<file path="src/rtl/pc_sequencer.sv">
// Program-counter sequencer: two-cycle FETCH/EXEC control with branches,
// absolute jumps, a small call/return stack, HALT and TRAP end states.
module pc_sequencer #(
    parameter int unsigned P     = 6,
    parameter int unsigned IW    = 16,
    parameter int unsigned DEPTH = 4
) (
    input  logic          clk,
    input  logic          reset,
    input  logic [IW-1:0] instr,
    input  logic [P-1:0]  pc_in,
    input  logic          flag_z,
    input  logic          flag_n,
    input  logic          stall,
    output logic          pc_incr,
    output logic          pc_rel,
    output logic          pc_abs,
    output logic [P-1:0]  branch_addr,
    output logic          exec_en,
    output logic          halted,
    output logic          trap
);

    localparam int unsigned OPW   = 4;
    localparam int unsigned SPW   = $clog2(DEPTH + 1);
    localparam int unsigned AW    = (DEPTH > 1) ? $clog2(DEPTH) : 1;
    localparam int unsigned SLOTS = 2 ** AW;

    typedef enum logic [1:0] {
        FETCH = 2'd0,
        EXEC  = 2'd1,
        HALT  = 2'd2,
        TRAP  = 2'd3
    } state_t;

    state_t         state;
    state_t         next_state;
    logic [SPW-1:0] sp;
    logic [P-1:0]   stack [SLOTS];
    logic [OPW-1:0] opcode;
    logic [P-1:0]   imm;
    logic [P-1:0]   top;
    logic           full;
    logic           empty;
    logic           push;
    logic           pop;
    logic           unused_bits;

    assign opcode      = instr[IW-1 -: OPW];
    assign imm         = instr[P-1:0];
    assign full        = (sp == SPW'(DEPTH));
    assign empty       = (sp == '0);
    assign top         = stack[AW'(sp - SPW'(1))];
    assign unused_bits = ^instr[IW-OPW-1:P];

    // Decode: next state, stack ops and PC requests from state and instruction
    always_comb begin
        next_state  = state;
        push        = 1'b0;
        pop         = 1'b0;
        pc_incr     = 1'b0;
        pc_rel      = 1'b0;
        pc_abs      = 1'b0;
        branch_addr = '0;
        exec_en     = 1'b0;
        halted      = 1'b0;
        trap        = 1'b0;
        case (state)
            FETCH: next_state = EXEC;
            EXEC: begin
                if (!stall) begin
                    next_state = FETCH;
                    case (opcode)
                        4'h0, 4'h1, 4'h2, 4'h3, 4'h4, 4'h5, 4'h6, 4'h7: begin
                            exec_en = 1'b1;
                            pc_incr = 1'b1;
                        end
                        4'h8, 4'h9, 4'hA: begin
                            if ((opcode == 4'h8 && flag_z) ||
                                (opcode == 4'h9 && !flag_z) ||
                                (opcode == 4'hA && flag_n)) begin
                                pc_rel      = 1'b1;
                                branch_addr = imm;
                            end else begin
                                pc_incr = 1'b1;
                            end
                        end
                        4'hB: begin
                            pc_abs      = 1'b1;
                            branch_addr = imm;
                        end
                        4'hC: begin
                            if (full) begin
                                next_state = TRAP;
                            end else begin
                                push        = 1'b1;
                                pc_abs      = 1'b1;
                                branch_addr = imm;
                            end
                        end
                        4'hD: begin
                            if (empty) begin
                                next_state = TRAP;
                            end else begin
                                pop         = 1'b1;
                                pc_abs      = 1'b1;
                                branch_addr = top;
                            end
                        end
                        4'hE: pc_incr = 1'b1;
                        default: next_state = HALT;
                    endcase
                end
            end
            HALT: halted = 1'b1;
            default: trap = 1'b1;
        endcase
    end

    // State and stack-pointer registers
    always_ff @(posedge clk or negedge reset) begin
        if (!reset) begin
            state <= FETCH;
            sp    <= '0;
        end else begin
            state <= next_state;
            if (push) begin
                sp <= sp + SPW'(1);
            end else if (pop) begin
                sp <= sp - SPW'(1);
            end
        end
    end

    // Return-address storage; contents are don't-care after reset
    always_ff @(posedge clk) begin
        if (push) begin
            stack[AW'(sp)] <= P'(pc_in + P'(1));
        end
    end

endmodule
</file>
<file path="config.mk">
export PLATFORM = sky130hd
export DESIGN_NAME = pc_sequencer
export DESIGN_NICKNAME = d
export VERILOG_FILES = /design/src/rtl/pc_sequencer.sv
export SDC_FILE = /design/constraint.sdc
export NUM_CORES = 1
export LEC_CHECK = 0
export BUFFER_PORTS_ARGS = -buffer_cell sky130_fd_sc_hd__buf_2
export CAP_MARGIN = 15
export CORE_MARGIN = 2
export CORE_UTILIZATION = 50
export CTS_BUF_LIST = sky130_fd_sc_hd__clkbuf_4
export DETAILED_ROUTE_END_ITERATION = 7
export GPL_ROUTABILITY_DRIVEN = 0
export GPL_TIMING_DRIVEN = 0
export PLACE_DENSITY = 0.76
export SYNTH_ARGS = -nofsm -noshare
export SYNTH_HDL_FRONTEND = slang
export SYNTH_SLANG_ARGS = --single-unit
</file>
<file path="constraint.sdc">
create_clock -name clk -period 5.05 [get_ports clk]
set_input_delay 1.01 -clock clk [delete_from_list [all_inputs] [get_ports clk]]
set_output_delay 1.01 -clock clk [all_outputs]
set_load 0.03 [all_outputs]
</file>
Word-level counts from Yosys, hierarchy flattened
Memories as Yosys holds them, arrays and structs flattened.
Index checks and enable logic that the tools add are counted.
- flip-flop bits (word level): 5
- memory bits (writable): 24
- bits of input ports: 27
- logic and storage cells: 80
- memories: 1
- memories (memory ; words ; bits a word ; rd ports ; clocked after memory_dff ; wr ports ; line ; RTL):
    stack ; 4 ; 6 ; 1 ; 0 ; 1 ; 39 ; logic [P-1:0] stack [SLOTS];
- add/subtract/negate cells: 3
- equal/unequal tests: 18
- multiplexer cells: 39
- reductions and logical operators: 17
- operators by type and width (kind ; count):
    6-bit 2-to-1 mux ; 5
    4-bit equality test (second input constant) ; 7
    1-bit 2-to-1 mux ; 24
    6-bit one-hot mux with 4 select lines ; 1
    4-bit by 3-bit equality test with 1-bit output (second input constant) ; 4
    13-bit OR reduction ; 1
    9-bit OR reduction ; 1
    4-bit by 2-bit equality test with 1-bit output (second input constant) ; 2
    8-bit OR reduction ; 1
    6-bit by 1-bit adder with 6-bit output (second input constant) ; 1
    2-bit 2-to-1 mux ; 3
    3-bit 2-to-1 mux ; 2
    2-bit one-hot mux with 3 select lines ; 1
    3-bit OR reduction ; 2
    4-bit by 1-bit equality test with 1-bit output (second input constant) ; 1
    4-bit zero test ; 1
    2-bit one-hot mux with 2 select lines ; 1
    2-bit nonzero test ; 2
    3-bit by 1-bit adder with 3-bit output (second input constant) ; 1
    3-bit equality test (second input constant) ; 1
    1-bit logical AND ; 3
    3-bit zero test ; 1
    1-bit one-hot mux with 3 select lines ; 1
    3-bit by 1-bit subtractor with 3-bit output (second input constant) ; 1
    8 further kinds ; 9

Longest topological paths before layout
Gate-level depths: netlist of the first run.
- depth in word-level cells: 8
- mapped depth: 7
- gate-level depth less buffers: 6

Worst setup path before layout of the first run
Ideal clock, no wire load.
- path type: in2out
- start point: input instr[13]
- end point: output pc_rel
- arrival: 2.432 ns
- slack: 1.608 ns
- stages: 4
- path buffers: 1
- cells stage by stage: buf_4 > nor2b_1 > a211oi_1 > nor4b_1
- word-level cells in the longest chain between the ends: 8
- RTL lines (element ; line ; RTL):
    start, declared ; 10 ; input logic [IW-1:0] instr,
    4-bit equality test (on tied branches) ; 73, 79, 80 ;
    1-bit logical AND (on tied branches) ; 79, 80 ;
    1-bit logical OR ; 79 ; if ((opcode == 4'h8 && flag_z) ||
    1-bit logical OR ; 80 ; (opcode == 4'h9 && !flag_z) ||
    1-bit 2-to-1 mux ; 79 ;
    1-bit 2-to-1 mux (*) ; 73 ; case (opcode)
    1-bit 2-to-1 mux (*) ; 71 ; if (!stall) begin
    1-bit 2-to-1 mux (*) ; 68 ; case (state)
    end, declared ; 16 ; output logic pc_rel,
Mark *: on every way between the ends. The rest lies on a longest branch, timed or not.

Worst setup path in the final report of the first run
- start point: register sp[0]
- end point: output branch_addr[1]
- word-level cells in the longest chain between the ends: 6
- RTL lines (element ; line ; RTL):
    start, declared ; 38 ; logic [SPW-1:0] sp;
    start signal, assigned ; 128 ; sp <= sp + SPW'(1);
    start signal, assigned ; 130 ; sp <= sp - SPW'(1);
    3-bit by 1-bit subtractor with 3-bit output ; -- ;
    memory 4 x 6 bit ; -- ;
    6-bit 2-to-1 mux ; 102 ; if (empty) begin
    6-bit one-hot mux with 4 select lines (*) ; 73 ;
    6-bit 2-to-1 mux (*) ; 71 ;
    6-bit 2-to-1 mux (*) ; 68 ;
    end, declared ; 18 ; output logic [P-1:0] branch_addr,
Marked as above.

==> results of run 1 <==
-- logic make-up after synthesis --
family,share of synthesized area
buffers and inverters,0.0288
AO/OA/AOI/OAI,0.119
adder cells (fa/ha/maj),0.0480
AND/OR/NAND/NOR,0.126
XOR/XNOR,0.0448
flip-flops,0.540
multiplexers,0.0927
-- routing by layer --
metal  wire length [µm]  track usage  vias to the layer above
li1                   -            -                      527
met4                 68        0.105                        0
met5                  0            0                        -
met2               1500        0.312                       42
met3                224       0.0476                        8
met1               1350        0.274                      519
-- cell usage after synthesis --
master,number
edfxtp_1,24
a32o_1,6
and3_1,6
ha_1,6
mux4_2,6
dfrtp_1,5
nand3_1,5
inv_1,4
nand2_1,4
nand2b_1,4
nor2_1,4
xnor2_1,4
xor2_1,4
a21oi_1,3
buf_2,3
and2_1,2
nor2b_1,2
nor3_1,2
o21ai_0,2
a2111oi_4,1
a211o_1,1
a211oi_1,1
a21bo_1,1
a21o_1,1
a311oi_1,1
a31o_2,1
a31oi_1,1
and2_0,1
and3b_1,1
and4_1,1
buf_1,1
buf_4,1
clkbuf_1,1
mux2i_1,1
nor3b_2,1
nor4b_1,1
o21bai_1,1
o22a_1,1
-- per-stage QoR --
stage / utilization / setup WS (ps) / total power, mW / instances
floorplan: - / 1610 / 0.497 / 115
global placement: 0.587 / 1410 / 0.551 / 179
detailed placement: 0.587 / 1250 / 0.561 / 179
CTS: 0.613 / 871 / 0.747 / 187
global route: 0.613 / 604 / 0.789 / 187
finish: 0.613 / 922 / 0.742 / 187
-- power breakdown --
part	total, mW	internal [mW]	switching (mW)	leakage [nW]
clock	0.186	0.108	0.0781	0.0433
sequential	0.299	0.280	0.0188	0.272
combinational	0.257	0.113	0.145	0.444
total	0.742	0.501	0.242	0.759
-- sequential cells by signal, summed over array words and instances, names as in the netlist --
signal	count
stack	24
state	2
sp	3
-- how the worst max path moves through the flow --
stage / start / to / cells after the start
floorplan: instr[13] / pc_rel / 4
global placement: sp[0] / branch_addr[2] / 8
detailed placement: sp[0] / branch_addr[1] / 8
CTS: sp[0] / branch_addr[1] / 8
global route: sp[0] / branch_addr[1] / 8
finish: sp[0] / branch_addr[1] / 8
-- cell type report --
class	count	area share
buffer	6	0.0163
clock buffer	6	0.0245
clock inverter	2	0.0184
inverter	4	0.00816
multi-input combinational	76	0.366
sequential	29	0.460
tap	33	0.0224
timing repair buffer	31	0.0843
==> results.sh, run 1 <==
export IMPL_critical_path_arrival_ps=3120
export IMPL_hold_viol=0
export IMPL_worstSkewPairLatency_ps=330
export IMPL_multi_input_area_um2=674
export IMPL_num_rows=20
export IMPL_cts_setup_buffers=0
export IMPL_yosysTopAreaCellShare=0.460
export IMPL_cts_root_buf="clkbuf_4"
export IMPL_synth_distinct_cells=38
export IMPL_cts_resized=0
export IMPL_outcome="finished clean"
export IMPL_setup_viol=0
export IMPL_syn_nets=148
export IMPL_slew_viol_final=0
export IMPL_grt_pass1_vias=1014
export IMPL_yosysWarnings=0
export IMPL_cp_buffers_inverters=3
export IMPL_antenna_found_initial=0
export IMPL_final_nets=186
export IMPL_maxSlewHeadroom=0.608
export IMPL_clockBufferDepth=2
export IMPL_core_area_um2=3000
export IMPL_grt_max_degree=11
export IMPL_r2r_worst_path_cells=6
export IMPL_worst_path_max_fanout=7
export IMPL_ys_ff_latch=29
export IMPL_ir_drop_mv=0.220
export IMPL_synth_area_leaders="edfxtp_1 (46%), mux4_2 (8.6%), dfrtp_1 (8.0%)"
export IMPL_worst_pin_slew_ps=588
export IMPL_crit_family="buffers and inverters"
export IMPL_drv_cap=0
export IMPL_syn_inst=115
export IMPL_r2r_setup_slack_ps=2320
export IMPL_path_class="flop to primary output"
export IMPL_drive_gt1_frac=0.331
export IMPL_syn_area_um2=1570
export IMPL_overflow=0
export IMPL_crit_path_end_kind="primary output"
export IMPL_nFillCells=250
export IMPL_ant_nets=0
export IMPL_crit_chain="clkbuf_1, inv_1, ha_1, a21oi_1, and2_0, o21bai_1, a32o_1, buf_2"
export IMPL_fp_dieArea_um2=3590
export IMPL_rsz0062_at_grt="no"
export IMPL_drtIter0Drc=136
export IMPL_hold_class="input port to asynchronous set/reset pin"
export IMPL_final_common_cell="buf_2"
export IMPL_die_w_um=60.0
export IMPL_period_share=0.818
export IMPL_postCtsHoldBufs=0
export IMPL_die_y_um=60.0
export IMPL_start_kind="flop"
export IMPL_synth_area_per_cell_um2=13.6
export IMPL_clock_sinks=29
export IMPL_grt_pass1_wl_mm=5.09
export IMPL_yosysSeqAreaShare=0.540
export IMPL_layout_common_cells="buf_2 (34), edfxtp_1 (24)"
export IMPL_routed_via_count=1096
export IMPL_avgRoutedWirePerCell_um=16.8
export IMPL_slowest_stage="clkbuf_1"
export IMPL_drc=0
export IMPL_wirelength_mm=3.15
export IMPL_diodes=0
export IMPL_syn2layout_area_growth_pct=17.6
export IMPL_ioPinCount=39
export IMPL_drt_pass1_iter_count=4
export IMPL_cts_tree="done"
export IMPL_dp_hpwl_mm=2.27
export IMPL_leakage_nw=0.759
export IMPL_required_ps=4040
export IMPL_fin_area_um2=1840
export IMPL_cpPeakStageDelay_ps=470
export IMPL_hold_worst_slack_ps=478
export IMPL_pwr_density_cell_nw_per_um2=403
export IMPL_numCtsBuffers=5
export IMPL_htreeDepth=2
export IMPL_seq_area_um2=846
export IMPL_finalClockSkew_ps=6.53
export IMPL_portBuffers=31
export IMPL_start_util=0.521
export IMPL_max_freq_ghz=0.242
export IMPL_fin_tns_setup_ps=0
export IMPL_reg2reg_to="stack[0][1]"
export IMPL_postPlaceCellArea_um2=1760
export IMPL_reg2reg_from="sp[0]"
export IMPL_yosysTopAreaCell="edfxtp_1"
export IMPL_grt_usage=0.205
export IMPL_clk_pin_slew_ps=80
export IMPL_via_per_inst=5.86
export IMPL_period_minus_slack_ps=4130
(Power assumes the default switching activity.)
==> run 2: changes to the inputs <==
clock period = 4.2 ns   (was 5.05 ns; I/O delays follow)
==> results.sh, run 2 (synthesized netlist as in run 1, its figures left out) <==
export IMPL_htreeDepth=2
export IMPL_netSwitchingFraction=0.325
export IMPL_total_power_mw=0.895
export IMPL_worst_path_max_fanout=7
export IMPL_intPower_mw=0.604
export IMPL_routed_via_count=1095
export IMPL_critical_path_arrival_ps=2840
export IMPL_diodes=0
export IMPL_start_kind="flop"
export IMPL_grt_pass1_vias=1014
export IMPL_outcome="finished clean"
export IMPL_ir_drop_mv=0.265
export IMPL_leakage_nw=0.762
export IMPL_worst_slack_ps=520
export IMPL_fin_tns_setup_ps=0
export IMPL_ant_nets=0
export IMPL_postPlaceCellArea_um2=1760
export IMPL_worst_pin_slew_ps=538
export IMPL_pre_cts_ws_ps=574
export IMPL_grt_pass1_wl_mm=5.09
export IMPL_wirelength_mm=3.15
export IMPL_slew_viol_final=0
export IMPL_layout_common_cells="buf_2 (34), edfxtp_1 (24)"
export IMPL_clockBufferDepth=2
export IMPL_die_y_um=60.0
export IMPL_seq_area_um2=846
export IMPL_final_nets=186
export IMPL_fin_area_um2=1840
export IMPL_largest_reg_flops=24
export IMPL_required_ps=3360
export IMPL_clock_sinks=29
export IMPL_drt_pass1_iter_count=4
export IMPL_crit_path_end_kind="primary output"
export IMPL_multi_input_area_um2=674
export IMPL_via_per_inst=5.86
export IMPL_rsz0062_at_grt="no"
export IMPL_antenna_found_initial=0
export IMPL_worstSkewPairLatency_ps=330
export IMPL_avgRoutedWirePerCell_um=16.8
export IMPL_final_common_cell="buf_2"
export IMPL_cts_tree="done"
export IMPL_hold_class="input port to asynchronous set/reset pin"
export IMPL_pwr_density_cell_nw_per_um2=486
export IMPL_start_util=0.521
export IMPL_syn2layout_area_growth_pct=17.7
export IMPL_core_area_um2=3000
export IMPL_drtIter0Drc=136
export IMPL_setup_viol=0
export IMPL_drive_gt1_frac=0.338
export IMPL_fp_dieArea_um2=3590
export IMPL_path_class="flop to primary output"
export IMPL_reg2reg_to="stack[0][1]"
export IMPL_num_rows=20
export IMPL_reg2reg_from="sp[0]"
export IMPL_nFillCells=252
export IMPL_portBuffers=31
export IMPL_largest_registers="stack: 24 flops, sp: 3 flops, state: 2 flops"
export IMPL_drc=0
export IMPL_p_comb_frac=0.348
export IMPL_period_share=0.876
export IMPL_top_register="stack"
export IMPL_maxSlewHeadroom=0.641
export IMPL_clk_pin_slew_ps=80
export IMPL_r2r_setup_slack_ps=1740
export IMPL_ioPinCount=39
export IMPL_die_w_um=60.0
export IMPL_hold_viol=0
export IMPL_power_frac_clock=0.251
export IMPL_finalClockSkew_ps=6.75
export IMPL_dp_hpwl_mm=2.27
export IMPL_max_freq_ghz=0.272
export IMPL_overflow=0
export IMPL_cts_root_buf="clkbuf_4"
export IMPL_numCtsBuffers=5
export IMPL_period_minus_slack_ps=3680
export IMPL_p_sw_mw=0.291
export IMPL_grt_max_degree=11
export IMPL_seqPwrFrac=0.402
export IMPL_r2r_worst_path_cells=6
export IMPL_drv_cap=0
export IMPL_grt_usage=0.205
## run 2: cell count changes in the layout (fill, tap and decap cells not counted)
cell      previous run  this run
clkbuf_1             1         0
clkbuf_2             0         1
## run 2: worst max-delay path by stage
stage / start / end / slack (ps) / depth (start not counted)
after global placement: sp[0] / branch_addr[2] / 730 / 8
after CTS: sp[0] / branch_addr[1] / 190 / 8
after floorplan: instr[13] / pc_rel / 1100 / 4
after global routing: sp[0] / branch_addr[1] / 270 / 8
after detailed placement: sp[0] / branch_addr[1] / 570 / 8
final: sp[0] / branch_addr[1] / 520 / 8
## run 2: routing by layer
metal / up-vias / global-route usage / wire [µm] / part of all wire
met5: - / 0 / 0 / 0
met4: 0 / 0.105 / 68 / 0.022
met3: 8 / 0.0476 / 206 / 0.065
met2: 40 / 0.312 / 1500 / 0.48
met1: 520 / 0.274 / 1370 / 0.43
li1: 527 / - / - / -
## run 2: critical path, cell delays in order (launching register included)
cell      delay [ps]
dfrtp_1          380
clkbuf_2         290
inv_1            170
ha_1             280
a21oi_1          250
and2_0           340
o21bai_1         330
a32o_1           270
buf_2            210
## run 2: timing repair
action                                  CTS  global route
endpoints found under the setup margin    0             6
hold buffers                              0             0
buffers inserted                          0             0
resized for setup                         0             2
## run 2: final cells by class
type / instances / area share
Timing Repair Buffer: 31 / 0.0842
Sequential cell: 29 / 0.459
Buffer: 6 / 0.0170
Inverter: 4 / 0.00815
Multi-Input combinational cell: 76 / 0.366
Clock buffer: 6 / 0.0245
Clock inverter: 2 / 0.0183
Tap cell: 33 / 0.0224
## run 2: power by group through the flow
stage	combinational, mW	clock (mW)	sequential, mW
6_report	0.311	0.224	0.359
2_1_floorplan	0.237	0	0.360
4_1_cts	0.312	0.227	0.359
3_3_place_gp	0.298	0	0.364
3_5_place_dp	0.309	0	0.366
5_1_grt	0.345	0.242	0.363
## run 2: metrics by stage
step	hold WS, ps	cells	utilization
3_3_place_gp	536	179	0.587
5_1_grt	298	187	0.613
4_1_cts	305	187	0.613
2_1_floorplan	510	115	-
6_report	308	187	0.613
3_5_place_dp	546	179	0.587
==> run 3: changes to the inputs <==
ABC_AREA = 1   (was default)
PLACE_DENSITY = 0.74   (was 0.76)
==> results.sh, run 3 <==
export IMPL_outcome="finished clean"
export IMPL_syn_area_um2=1830
export IMPL_start_util=0.509
export IMPL_via_per_inst=4.63
export IMPL_clk_pin_slew_ps=90
export IMPL_clockBufferDepth=2
export IMPL_layout_common_cells="nand2_1 (72), inv_1 (46), buf_2 (34)"
export IMPL_fin_tns_setup_ps=0
export IMPL_finalClockSkew_ps=10.6
export IMPL_fin_area_um2=2110
export IMPL_path_class="flop to primary output"
export IMPL_worst_pin_slew_ps=644
export IMPL_syn_inst=240
export IMPL_largest_reg_flops=24
export IMPL_numCtsBuffers=5
export IMPL_yosysTopAreaCellShare=0.393
export IMPL_synth_area_per_cell_um2=7.64
export IMPL_cts_tree="done"
export IMPL_critical_path_arrival_ps=2660
export IMPL_wirelength_mm=3.66
export IMPL_portBuffers=32
export IMPL_grt_usage=0.190
export IMPL_wl_met1_mm=1.71
export IMPL_slew_viol_final=0
export IMPL_period_share=0.833
export IMPL_synth_common_cells="nand2_1 (72), inv_1 (46), nor2_1 (25)"
export IMPL_core_area_um2=3610
export IMPL_crit_path_end_kind="primary output"
export IMPL_setup_viol=0
export IMPL_hold_class="input port to asynchronous set/reset pin"
export IMPL_ys_flop_type="edfxtp_1"
export IMPL_crit_chain="inv_1, buf_2, ha_1, clkbuf_1, inv_1, nand3_1, nand2_1, nand2_1, nand2_1, nor2_1, nor2_1, buf_2"
export IMPL_fp_dieArea_um2=4170
export IMPL_final_nets=312
export IMPL_avgRoutedWirePerCell_um=11.1
export IMPL_synth_distinct_cells=25
export IMPL_overflow=0
export IMPL_cpPeakStageDelay_ps=460
export IMPL_ant_nets=0
export IMPL_cts_root_buf="clkbuf_4"
export IMPL_ys_ff_latch=29
export IMPL_hold_worst_slack_ps=306
export IMPL_start_kind="flop"
export IMPL_rsz0062_at_grt="no"
export IMPL_yosysSeqAreaShare=0.461
export IMPL_synth_area_leaders="edfxtp_1 (39%), nand2_1 (15%), inv_1 (9.4%)"
export IMPL_post_synth_top_count_cell="nand2_1"
export IMPL_route_met3_wl_um=186
export IMPL_max_freq_ghz=0.286
export IMPL_worst_path_max_fanout=12
export IMPL_pwr_density_cell_nw_per_um2=247
export IMPL_clock_sinks=29
export IMPL_syn2layout_area_growth_pct=15.0
export IMPL_syn_nets=273
export IMPL_drv_cap=0
export IMPL_routed_via_count=1518
export IMPL_leakage_nw=1.11
export IMPL_diodes=0
export IMPL_met2_length_mm=1.72
export IMPL_worstSkewPairLatency_ps=330
export IMPL_antenna_found_initial=0
export IMPL_grt_pass1_vias=1348
export IMPL_maxSlewHeadroom=0.569
export IMPL_cts_resized=0
export IMPL_drt_pass1_iter_count=4
export IMPL_drc=0
export IMPL_yosysWarnings=0
export IMPL_num_rows=22
export IMPL_slowest_stage="dfrtp_1"
export IMPL_nFillCells=365
export IMPL_grt_max_degree=13
export IMPL_die_y_um=64.6
export IMPL_postPlaceCellArea_um2=2050
export IMPL_cts_setup_buffers=0
export IMPL_highest_signal_layer="met4"
export IMPL_synth_edf_count=24
export IMPL_drtIter0Drc=56
export IMPL_top_register="stack"
export IMPL_dp_hpwl_mm=2.78
export IMPL_drive_gt1_frac=0.186
export IMPL_cp_buffers_inverters=5
export IMPL_async_reset_ff_frac=0.172
export IMPL_grt_pass1_wl_mm=5.91
export IMPL_largest_registers="stack: 24 flops, sp: 3 flops, state: 2 flops"
export IMPL_required_ps=3360
export IMPL_yosysTopAreaCell="edfxtp_1"
export IMPL_cp_common_cell="nand2_1"
export IMPL_period_minus_slack_ps=3500
export IMPL_hold_viol=0
export IMPL_die_w_um=64.6
export IMPL_ioPinCount=39
export IMPL_ir_drop_mv=0.150
export IMPL_crit_family="buffers and inverters"
export IMPL_postCtsHoldBufs=0
export IMPL_final_common_cell="nand2_1"
export IMPL_htreeDepth=2
-- run 3: worst reg2reg max path, cell delays in order (launching register included) --
cell	delay [ps]
dfrtp_1	460
inv_1	150
buf_2	230
ha_1	250
nand2_2	160
inv_1	90
nor2_4	140
nand2_2	100
nor2_1	520
-- run 3: logic make-up (layout without fill, tap and decap cells) --
kind of cell / after synthesis / in the layout / synth area share
xor gates and xnor gates: 8 / 8 / 0.0382
AOI/OAI and AO/OA: 9 / 9 / 0.0252
DFF: 29 / 29 / 0.461
buffers and inverters: 52 / 92 / 0.109
adders and majority gates: 6 / 6 / 0.0409
and+or+nand+nor: 136 / 136 / 0.325
-- run 3: worst paths after layout --
kind,startpoint,end,slack [ps],cells after the start
max,sp[0],branch_addr[0],700,12
max in group asynchronous,reset,sp[1],3760,1
min reg2reg,state[1],state[1],510,2
max reg2reg,sp[0],stack[0][4],1730,8
min,reset,sp[2],310,1
min in group clk,state[1],state[1],510,2
-- run 3: area by class of cell --
cell class                      count  area (µm²)  area share
Tap cell                           48        60.1      0.0285
Clock inverter                      2        10.0     0.00474
Timing Repair Buffer               32         160      0.0759
Multi-Input combinational cell    159         788       0.374
Buffer                              4        17.5     0.00830
Clock buffer                        6        45.0      0.0214
Sequential cell                    29         846       0.401
Inverter                           48         183      0.0866
-- run 3: report_power, final --
| part | leakage (nW) | switching [mW] | internal, mW | total [mW] |
|---|---|---|---|---|
| Combinational | 0.804 | 0.0274 | 0.0155 | 0.0429 |
| Clock | 0.0354 | 0.0944 | 0.0700 | 0.164 |
| Sequential | 0.275 | 0 | 0.313 | 0.313 |
-- run 3: layer usage --
metal	GRT usage	vias to the layer above
met5	0	-
met4	0.0878	0
met3	0.0434	4
met2	0.315	47
met1	0.236	637
li1	-	830
-- run 3: through the flow --
step	util	instances	total power [mW]	worst slack (ps)
2_1_floorplan	-	240	0.343	1380
3_3_place_gp	0.570	320	0.361	1080
3_5_place_dp	0.570	320	0.363	1080
4_1_cts	0.585	328	0.527	678
5_1_grt	0.585	328	0.545	448
6_report	0.585	328	0.521	700
